**src/rtl/riscv_pkg.sv**
```systemverilog
// Shared core types: memory op encoding plus the unified-memory arbiter's state/owner enums.
package riscv;

  localparam int unsigned XLEN     = 32;
  localparam int unsigned STREAK_W = 4;

  typedef logic [XLEN-1:0] word_t;

  typedef enum logic [3:0] {
    LOAD_STORE_NONE    = 4'd0,
    LOAD_BYTE          = 4'd1,
    LOAD_BYTE_UNSIGNED = 4'd2,
    LOAD_HALF          = 4'd3,
    LOAD_HALF_UNSIGNED = 4'd4,
    LOAD_WORD          = 4'd5,
    STORE_BYTE         = 4'd6,
    STORE_HALF         = 4'd7,
    STORE_WORD         = 4'd8
  } mem_op_t;

  typedef enum logic [1:0] {
    IDLE = 2'd0,
    REQ  = 2'd1,
    WAIT = 2'd2,
    ERR  = 2'd3
  } arb_state_t;

  typedef enum logic {
    OWN_IMEM = 1'b0,
    OWN_DMEM = 1'b1
  } arb_owner_t;

  function automatic logic is_store(mem_op_t op);
    return op inside {STORE_BYTE, STORE_HALF, STORE_WORD};
  endfunction

endpackage

```
**src/rtl/mem_align.sv**
```systemverilog
// Byte-lane formatting for the unified memory port: strobes, store replication,
// misalignment detection and load extraction/extension.
module mem_align
  import riscv::*;
(
  input  mem_op_t     i_op,
  input  logic [1:0]  i_lane,
  input  logic [31:0] i_wdata,
  input  mem_op_t     i_rsp_op,
  input  logic [1:0]  i_rsp_lane,
  input  logic [31:0] i_rdata,
  output logic [3:0]  o_strb,
  output logic [31:0] o_wdata,
  output logic        o_misaligned,
  output logic [31:0] o_rdata
);

  logic [31:0] w_shifted;

  assign w_shifted = i_rdata >> {i_rsp_lane, 3'b000};

  // Request side: lane strobes, replicated store data, alignment check.
  always_comb begin
    o_strb       = 4'b0000;
    o_wdata      = i_wdata;
    o_misaligned = 1'b0;
    case (i_op)
      LOAD_WORD, STORE_WORD: begin
        o_strb       = 4'b1111;
        o_misaligned = (i_lane != 2'b00);
      end
      LOAD_HALF, LOAD_HALF_UNSIGNED, STORE_HALF: begin
        o_strb       = 4'b0011 << i_lane;
        o_misaligned = i_lane[0];
      end
      LOAD_BYTE, LOAD_BYTE_UNSIGNED, STORE_BYTE: begin
        o_strb = 4'b0001 << i_lane;
      end
      default: ;
    endcase
    case (i_op)
      STORE_HALF: o_wdata = {2{i_wdata[15:0]}};
      STORE_BYTE: o_wdata = {4{i_wdata[7:0]}};
      default:    ;
    endcase
  end

  // Response side: stores and idle return zero.
  always_comb begin
    o_rdata = 32'h0;
    case (i_rsp_op)
      LOAD_BYTE:          o_rdata = {{24{w_shifted[7]}}, w_shifted[7:0]};
      LOAD_BYTE_UNSIGNED: o_rdata = {24'h0, w_shifted[7:0]};
      LOAD_HALF:          o_rdata = {{16{w_shifted[15]}}, w_shifted[15:0]};
      LOAD_HALF_UNSIGNED: o_rdata = {16'h0, w_shifted[15:0]};
      LOAD_WORD:          o_rdata = w_shifted;
      default:            ;
    endcase
  end

endmodule

```
**src/rtl/mem_arbiter.sv**
```systemverilog
// Shares the single-ported unified memory between fetch and data ports: data priority,
// fetch starvation guard, one access in flight, lane formatting and misalignment errors.
module mem_arbiter
  import riscv::*;
#(
  parameter int unsigned DMEM_STREAK = 4
) (
  input  logic        clk,
  input  logic        resetn,
  input  logic        imem_valid,
  input  logic [31:0] imem_addr,
  output logic        imem_ready,
  output logic        imem_rvalid,
  output logic [31:0] imem_rdata,
  output logic        imem_error,
  input  mem_op_t     dmem_op,
  input  logic [31:0] dmem_addr,
  input  logic [31:0] dmem_wdata,
  output logic        dmem_ready,
  output logic        dmem_rvalid,
  output logic [31:0] dmem_rdata,
  output logic        dmem_error,
  output logic        mem_req,
  input  logic        mem_gnt,
  output logic        mem_we,
  output logic [3:0]  mem_strb,
  output logic [31:0] mem_addr,
  output logic [31:0] mem_wdata,
  input  logic        mem_rvalid,
  input  logic [31:0] mem_rdata
);

  arb_state_t            r_state, w_state_nxt;
  arb_owner_t            r_owner, w_owner;
  mem_op_t               r_op, w_op;
  logic [1:0]            r_lane;
  logic [STREAK_W-1:0]   r_streak, w_streak_nxt;

  logic        w_dmem_req, w_sel_dmem, w_latch, w_accept, w_req, w_rsp, w_err;
  logic        w_misaligned;
  logic [3:0]  w_strb;
  logic [31:0] w_addr, w_wdata, w_rep, w_rdata_fmt;

  assign w_dmem_req = (dmem_op != LOAD_STORE_NONE);
  assign w_sel_dmem = w_dmem_req && !(imem_valid && (r_streak == STREAK_W'(DMEM_STREAK)));
  // Selection is live only in IDLE; afterwards the latched owner steers everything.
  assign w_owner    = (r_state == IDLE) ? (w_sel_dmem ? OWN_DMEM : OWN_IMEM) : r_owner;
  assign w_op       = (w_owner == OWN_DMEM) ? dmem_op : LOAD_WORD;
  assign w_addr     = (w_owner == OWN_DMEM) ? dmem_addr : imem_addr;
  assign w_wdata    = (w_owner == OWN_DMEM) ? dmem_wdata : 32'h0;

  mem_align u_align (
    .i_op        (w_op),
    .i_lane      (w_addr[1:0]),
    .i_wdata     (w_wdata),
    .i_rsp_op    (r_op),
    .i_rsp_lane  (r_lane),
    .i_rdata     (mem_rdata),
    .o_strb      (w_strb),
    .o_wdata     (w_rep),
    .o_misaligned(w_misaligned),
    .o_rdata     (w_rdata_fmt)
  );

  always_ff @(posedge clk or negedge resetn) begin
    if (!resetn) begin
      r_state  <= IDLE;
      r_owner  <= OWN_IMEM;
      r_op     <= LOAD_STORE_NONE;
      r_lane   <= 2'b00;
      r_streak <= '0;
    end else begin
      r_state  <= w_state_nxt;
      r_streak <= w_streak_nxt;
      if (w_latch) begin
        r_owner <= w_owner;
        r_op    <= w_op;
        r_lane  <= w_addr[1:0];
      end
    end
  end

  always_comb begin
    w_state_nxt  = r_state;
    w_latch      = 1'b0;
    w_accept     = 1'b0;
    w_req        = 1'b0;
    w_rsp        = 1'b0;
    w_err        = 1'b0;
    w_streak_nxt = r_streak;

    case (r_state)
      IDLE: begin
        if (imem_valid || w_dmem_req) begin
          w_latch = 1'b1;
          if (w_misaligned) begin
            w_accept    = 1'b1;
            w_state_nxt = ERR;
          end else begin
            w_req = 1'b1;
            if (mem_gnt) begin
              w_accept    = 1'b1;
              w_state_nxt = WAIT;
            end else begin
              w_state_nxt = REQ;
            end
          end
        end
      end
      REQ: begin
        w_req = 1'b1;
        if (mem_gnt) begin
          w_accept    = 1'b1;
          w_state_nxt = WAIT;
        end
      end
      WAIT: begin
        if (mem_rvalid) begin
          w_rsp       = 1'b1;
          w_state_nxt = IDLE;
        end
      end
      ERR: begin
        w_rsp       = 1'b1;
        w_err       = 1'b1;
        w_state_nxt = IDLE;
      end
      default: w_state_nxt = IDLE;
    endcase

    imem_ready  = w_accept && (w_owner == OWN_IMEM);
    dmem_ready  = w_accept && (w_owner == OWN_DMEM);
    imem_rvalid = w_rsp && (r_owner == OWN_IMEM);
    dmem_rvalid = w_rsp && (r_owner == OWN_DMEM);
    imem_error  = imem_rvalid && w_err;
    dmem_error  = dmem_rvalid && w_err;
    imem_rdata  = (imem_rvalid && !w_err) ? w_rdata_fmt : 32'h0;
    dmem_rdata  = (dmem_rvalid && !w_err) ? w_rdata_fmt : 32'h0;

    mem_req   = w_req;
    mem_we    = w_req && is_store(w_op);
    mem_strb  = w_req ? w_strb : 4'b0000;
    mem_addr  = w_req ? {w_addr[31:2], 2'b00} : 32'h0;
    mem_wdata = w_req ? w_rep : 32'h0;

    // Fetch starvation guard: count data wins only while a fetch is waiting.
    if (!imem_valid || imem_ready) begin
      w_streak_nxt = '0;
    end else if (dmem_ready && (r_streak != '1)) begin
      w_streak_nxt = r_streak + STREAK_W'(1);
    end
  end

endmodule
```
**config.mk**
```make
export PLATFORM = sky130hd
export DESIGN_NAME = mem_arbiter
export DESIGN_NICKNAME = d
export VERILOG_FILES = /design/src/rtl/riscv_pkg.sv /design/src/rtl/mem_align.sv /design/src/rtl/mem_arbiter.sv
export SDC_FILE = /design/constraint.sdc
export NUM_CORES = 1
export LEC_CHECK = 0
export CORE_ASPECT_RATIO = 0.5
export CORE_MARGIN = 5
export CORE_UTILIZATION = 33
export CTS_BUF_LIST = sky130_fd_sc_hd__clkbuf_4 sky130_fd_sc_hd__clkbuf_8
export DETAILED_ROUTE_END_ITERATION = 10
export PLACE_DENSITY = 0.84
export SLEW_MARGIN = 25
export SYNTH_ARGS = -nofsm -noshare
export SYNTH_HDL_FRONTEND = slang
export SYNTH_SLANG_ARGS = --single-unit
```
**constraint.sdc**
```tcl
create_clock -name clk -period 3.4 [get_ports clk]
set_input_delay 0.68 -clock clk [delete_from_list [all_inputs] [get_ports clk]]
set_output_delay 0.68 -clock clk [all_outputs]
set_load 0.05 [all_outputs]
```
### Word level (Yosys, flattened, before mapping)

Cells that the tools add are included.

| storage, ports and cells | value |
|---|---|
| register bits after elaboration | 13 |
| input bits | 137 |
| word-level logic and storage cells | 92 |

| operators by class | value |
|---|---|
| $add $sub $neg | 1 |
| equal/unequal tests | 21 |
| shifts and indexed selects | 3 |
| multiplexer cells | 34 |
| bitwise logic cells | 2 |
| reductions and logical operators | 26 |

Operator list:

| operator | count |
|---|---|
| $mux 32 | 6 |
| $pmux 32 s5 | 1 |
| $pmux 32 s2 | 1 |
| $shr 32x5->32 | 1 |
| $eq 4x3->1 const B | 7 |
| $eq 4x2->1 const B | 4 |
| $mux 4 | 4 |
| $logic_and 1x1->1 | 12 |
| $pmux 4 s3 | 1 |
| $mux 1 | 11 |
| $mux 2 | 5 |
| $eq 4x1->1 const B | 2 |
| $pmux 1 s2 | 4 |
| $pmux 2 s4 | 1 |
| $reduce_or 3->1 | 2 |
| $add 4x1->4 const B | 1 |
| $eq 2x2->1 const B | 2 |
| $eq 4x4->1 const B | 1 |
| $ne 2x2->1 const B | 2 |
| $ne 4x4->1 const B | 1 |
| $reduce_bool 2->1 | 2 |
| $reduce_bool 4->1 | 1 |
| $shl 1x2->4 const A | 1 |
| $shl 2x2->4 const A | 1 |
| 9 further kinds | 13 |

### Logic depth before layout (Yosys ltp)

| logic depth | value |
|---|---|
| depth after elaboration | 17 |
| gate-level depth with buffers | 8 |
| depth with buffers taken out | 7 |

### Cells and area by module

A second synthesis with hierarchy kept.

| second synthesis, totals | value |
|---|---|
| cells, all modules | 534 |
| area total of the unflattened synthesis | 3619.7 µm² |

Modules (own cells, without submodules):

| module | times used | cells each | area each (µm²) | seq. area each (µm²) |
|---|---|---|---|---|
| mem_arbiter | 1 | 345 | 2313.5 | 325.3 |
| mem_align | 1 | 189 | 1306.3 | 0.0 |

### Least setup slack after synthesis

No wires, ideal clock.

| timing path | value |
|---|---|
| path kind | input -> output |
| start | in dmem_op[0] |
| end | out mem_wdata[25] |
| data arrival time | 4114 ps |
| setup slack | -1394 ps |
| cell stages on the path | 6 |
| path buffers | 1 |
| cell sequence | buf_2 nor4_2 o311ai_1 o31ai_2 a21oi_4 a2111oi_0 |

| between the ends | value |
|---|---|
| cells in the longest elaborated chain, start to end | 12 |
| elaborated cells on any way between the ends | 23 |

RTL lines:

| item | RTL line | RTL |
|---|---|---|
| start: declaration | mem_arbiter.sv:16 | `input mem_op_t dmem_op,` |
| $reduce_bool 4->1 | mem_arbiter.sv:44 | `assign w_dmem_req = (dmem_op != LOAD_STORE_NONE);` |
| $logic_and 1x1->1 | mem_arbiter.sv:45 | `assign w_sel_dmem = w_dmem_req && !(imem_valid && (r_streak == STREAK_W'(DMEM_STREAK)));` |
| $mux 1 (2 in a row) | mem_arbiter.sv:47 | `assign w_owner = (r_state == IDLE) ? (w_sel_dmem ? OWN_DMEM : OWN_IMEM) : r_owner;` |
| $mux 4 | mem_arbiter.sv:48 | `assign w_op = (w_owner == OWN_DMEM) ? dmem_op : LOAD_WORD;` |
| $eq 4x3->1 (tied with other cells) | mem_align.sv:27, mem_align.sv:41 |  |
| $reduce_or 3->1 or $reduce_or 2->1 (tied branches) | mem_align.sv:27 | `case (i_op)` |
| $pmux 1 s2 | mem_align.sv:27 |  |
| $mux 1 | mem_arbiter.sv:96 | `if (w_misaligned) begin` |
| $mux 1 | mem_arbiter.sv:94 | `if (imem_valid \|\| w_dmem_req) begin` |
| $pmux 1 s2 | mem_arbiter.sv:92 | `case (r_state)` |
| $mux 32 (*) | mem_arbiter.sv:144 | `mem_wdata = w_req ? w_rep : 32'h0;` |
| end: declaration | mem_arbiter.sv:28 | `output logic [31:0] mem_wdata,` |

Mark *: on every way between the ends. The rest lies on a longest branch, timed or not.

### Worst setup path after layout

| timing path | value |
|---|---|
| start | in dmem_op[2] |
| end | out imem_ready |

| between the ends | value |
|---|---|
| cells in the longest elaborated chain, start to end | 12 |
| elaborated cells on any way between the ends | 21 |

RTL lines:

| item | RTL line | RTL |
|---|---|---|
| $reduce_bool 4->1 | mem_arbiter.sv:44 |  |
| $logic_and 1x1->1 | mem_arbiter.sv:45 |  |
| $mux 1 (2 in a row) | mem_arbiter.sv:47 |  |
| $mux 4 | mem_arbiter.sv:48 |  |
| $eq 4x3->1 (tied with other cells) | mem_align.sv:27 |  |
| $reduce_or 3->1 or $reduce_or 2->1 (tied branches) | mem_align.sv:27 |  |
| $pmux 1 s2 | mem_align.sv:27 |  |
| $mux 1 | mem_arbiter.sv:96 |  |
| $mux 1 | mem_arbiter.sv:94 |  |
| $pmux 1 s2 | mem_arbiter.sv:92 |  |
| $logic_and 1x1->1 (*) | mem_arbiter.sv:131 | `imem_ready = w_accept && (w_owner == OWN_IMEM);` |
| end: declaration | mem_arbiter.sv:12 | `output logic imem_ready,` |

Marks and branches as above.

==> results.sh <==
export IMPL_place_congestion=0.924
export IMPL_cts_tree="yes"
export IMPL_cts_buffers=3
export IMPL_drc_errors=0
export IMPL_cts_root_buf="clkbuf_8"
export IMPL_initial_utilization_pct=33.6
export IMPL_ys_seq_area_share_pct=10.4
export IMPL_crit_fanout=3
export IMPL_place_area_um2=6930
export IMPL_critPathBufInv=4
export IMPL_yosysWarnings=0
export IMPL_synth_edf_count=0
export IMPL_routed_via_density=5.34
export IMPL_synth_area_um2=3140
export IMPL_avgSynthCellArea_um2=5.97
export IMPL_drv_cap=0
export IMPL_setup_tns_ps=-3.69
export IMPL_h_tree_depth=1
export IMPL_area_growth_pct=130
export IMPL_io_buffers=274
export IMPL_dr_total_vias=5065
export IMPL_highest_signal_layer="met4"
export IMPL_critical_path_top_delay_family="buffers and inverters"
export IMPL_final_area_um2=7220
export IMPL_cts_reportedPaths_clkPinSlew_ps=50
export IMPL_period_share_pct=100
export IMPL_die_w_um=148
export IMPL_insertion_delay_ps=250
export IMPL_grtUsageTotal_pct=26.7
export IMPL_fmax_mhz=294
export IMPL_num_io_pins=277
export IMPL_path_common_cell="buf_4"
export IMPL_dieArea_um2=11700
export IMPL_grt_antenna_before_repair=1
export IMPL_synthFlopType="dfrtp_1"
export IMPL_routedWlPerCell_um=17.7
export IMPL_leakage_nw=3.04
export IMPL_cts_sinks=13
export IMPL_slew_headroom_pct=60.1
export IMPL_power_mw=6.48
export IMPL_critPathKind="in -> out"
export IMPL_hpwl_um=13800
export IMPL_ys_ff_latch=13
export IMPL_rsz0062_at_grt="yes"
export IMPL_async_flop_share_pct=100
export IMPL_crit_chain="dlygate4sd2_1, or4_4, a31oi_4, o31ai_4, buf_4, buf_4, a21oi_1, buf_12"
export IMPL_peakVddDrop_v=0.000779
export IMPL_powerDensity_nw_per_um2=898
export IMPL_drv_slew=0
export IMPL_cp_slowest_cell="or4_4"
export IMPL_antenna_left=0
export IMPL_start_kind="input pin"
export IMPL_rows=25
export IMPL_min_period_ps=3400
export IMPL_synthCells=526
export IMPL_wl_met2_um=8350
export IMPL_cp_arrival_ps=2720
export IMPL_grt_ovfl_total=0
export IMPL_drive_gt1_share_pct=33.5
export IMPL_finalHoldViolations=0
export IMPL_cts_hold_buf=0
export IMPL_core_um2=9350
export IMPL_status="finished with violations"
export IMPL_grt_pass1_vias=4923
export IMPL_dr_pass1_iters=5
export IMPL_drt_wl_total_um=16800
export IMPL_fin_ws_ps=-3.69
export IMPL_ys_types=58
export IMPL_drtIter0Drc=229
export IMPL_min_path_type="reg -> reg"
export IMPL_cts_max_path_buffers=2
export IMPL_endpoint_kind="output port"
export IMPL_fin_worst_skew_ps=3.01
export IMPL_met1_length_um=6570
export IMPL_worst_pin_slew_ps=596
export IMPL_grt_pass1_wl_um=25900
export IMPL_finalSetupViolCount=1
export IMPL_grt_max_degree=40
export IMPL_finalNetCount=967
export IMPL_violations="setup timing"
export IMPL_crit_path_max_incr_delay_ps=590
export IMPL_met3_length_um=1240
export IMPL_die_h_um=79.0
export IMPL_required_ps=2720
## path summary, 6_finish.rpt
| check | startpoint | to | slack [ps] | depth (start not counted) |
|---|---|---|---|---|
| min | r_lane[1]$_DFFE_PN0P_ | r_lane[1]$_DFFE_PN0P_ | 530 | 2 |
| max in group asynchronous | resetn | r_state[1]$_DFFE_PN0P_ | 2210 | 1 |
| min in group asynchronous | resetn | r_owner$_DFFE_PN0P_ | 810 | 1 |
| max reg2reg | r_streak[0]$_DFFE_PN0P_ | r_streak[2]$_DFFE_PN0P_ | 1030 | 9 |
| max | dmem_op[2] | imem_ready | -4 | 8 |
| min reg2reg | r_lane[1]$_DFFE_PN0P_ | r_lane[1]$_DFFE_PN0P_ | 530 | 2 |
## what timing repair did
item,CTS,global route
gates resized for setup,18,21
gates cloned,2,1
pin swaps,5,8
setup buffers,1,2
setup endpoints to repair,86,69
## routing by layer
layer	vias to the layer above	track usage (%)
li1	2446	-
met1	2329	30.9
met2	240	50.3
met3	50	4.90
met4	0	8.94
met5	-	0
## cell usage after synthesis (6+ instances only)
cell type / instances / share of area (%)
o21a_1: 18 / 4.3
nand3b_1: 7 / 1.7
a21oi_1: 89 / 14
inv_1: 17 / 2.0
mux2_2: 8 / 2.9
dfrtp_1: 13 / 10
buf_2: 15 / 2.4
nor2_1: 73 / 8.7
o211ai_1: 7 / 1.7
nand2b_1: 6 / 1.2
buf_4: 7 / 1.7
o21ai_0: 21 / 3.3
nand3_1: 7 / 1.1
mux2i_1: 20 / 6.4
a31oi_1: 6 / 1.2
clkbuf_1: 19 / 2.3
nor3_1: 8 / 1.3
nand2_1: 121 / 14
## layout make-up
class / instances / area [um2]
Multi-Input combinational cell: 453 / 2770
Sequential cell: 13 / 325
Antenna cell: 1 / 2.50
Inverter: 18 / 67.6
Tap cell: 121 / 151
Fill cell: 654 / 2140
Timing Repair Buffer: 339 / 3850
Clock buffer: 4 / 48.8
## logic make-up after synthesis
group	synth area share (%)
flip-flops	10.4
AO/OA/AOI/OAI	36.2
adder cells (fa/ha/maj)	0.797
other	0.120
AND/OR/NAND/NOR	34.0
buffers and inverters	9.21
multiplexers	9.25
## metrics by stage
stage / worst slack [ps] / hold WS [ps] / util [%] / cells
finish: -3.69 / 527 / 77.2 / 949
global route: -27.4 / 569 / 77.2 / 949
CTS: 11.1 / 513 / 75.8 / 945
detailed placement: -246 / 501 / 74.1 / 938
global placement: -194 / 503 / 74.1 / 938
floorplan: -145 / 384 / - / 527
## where the power goes
group | switching, mW | internal, mW
registers | 0.110 | 0.214
logic | 3.84 | 2.17
clock network | 0.0581 | 0.0909
total | 4.00 | 2.48
## tightest hold or removal path: stages (launching register included)
cell and delay (ps):
dfrtp_1 380, nand2_1 50, o21ai_0 60
## registers in the layout, summed over array words and instances (netlist names)
name,count
r_lane,2
r_streak,4
r_op,4
r_owner,1
r_state,2
## cell usage in the layout, fill, tap and decap left out, types with 4 or more instances in the layout
cell | Yosys | final
a21oi_1 | 89 | 57
a21oi_2 | 0 | 32
a311oi_1 | 4 | 4
a31oi_1 | 6 | 6
buf_12 | 0 | 72
buf_4 | 7 | 121
buf_6 | 2 | 5
clkdlybuf4s50_1 | 0 | 127
dfrtp_1 | 13 | 13
dlygate4sd2_1 | 0 | 5
dlymetal6s2s_1 | 0 | 6
inv_1 | 17 | 17
mux2_2 | 8 | 7
mux2i_1 | 20 | 19
nand2_1 | 121 | 121
nand2b_1 | 6 | 6
nand3_1 | 7 | 7
nand3b_1 | 7 | 7
nor2_1 | 73 | 72
nor3_1 | 8 | 4
nor3_2 | 0 | 4
o211ai_1 | 7 | 7
o21a_1 | 18 | 17
o21ai_0 | 21 | 21
o22ai_1 | 4 | 4
(Power assumes the default switching activity.)
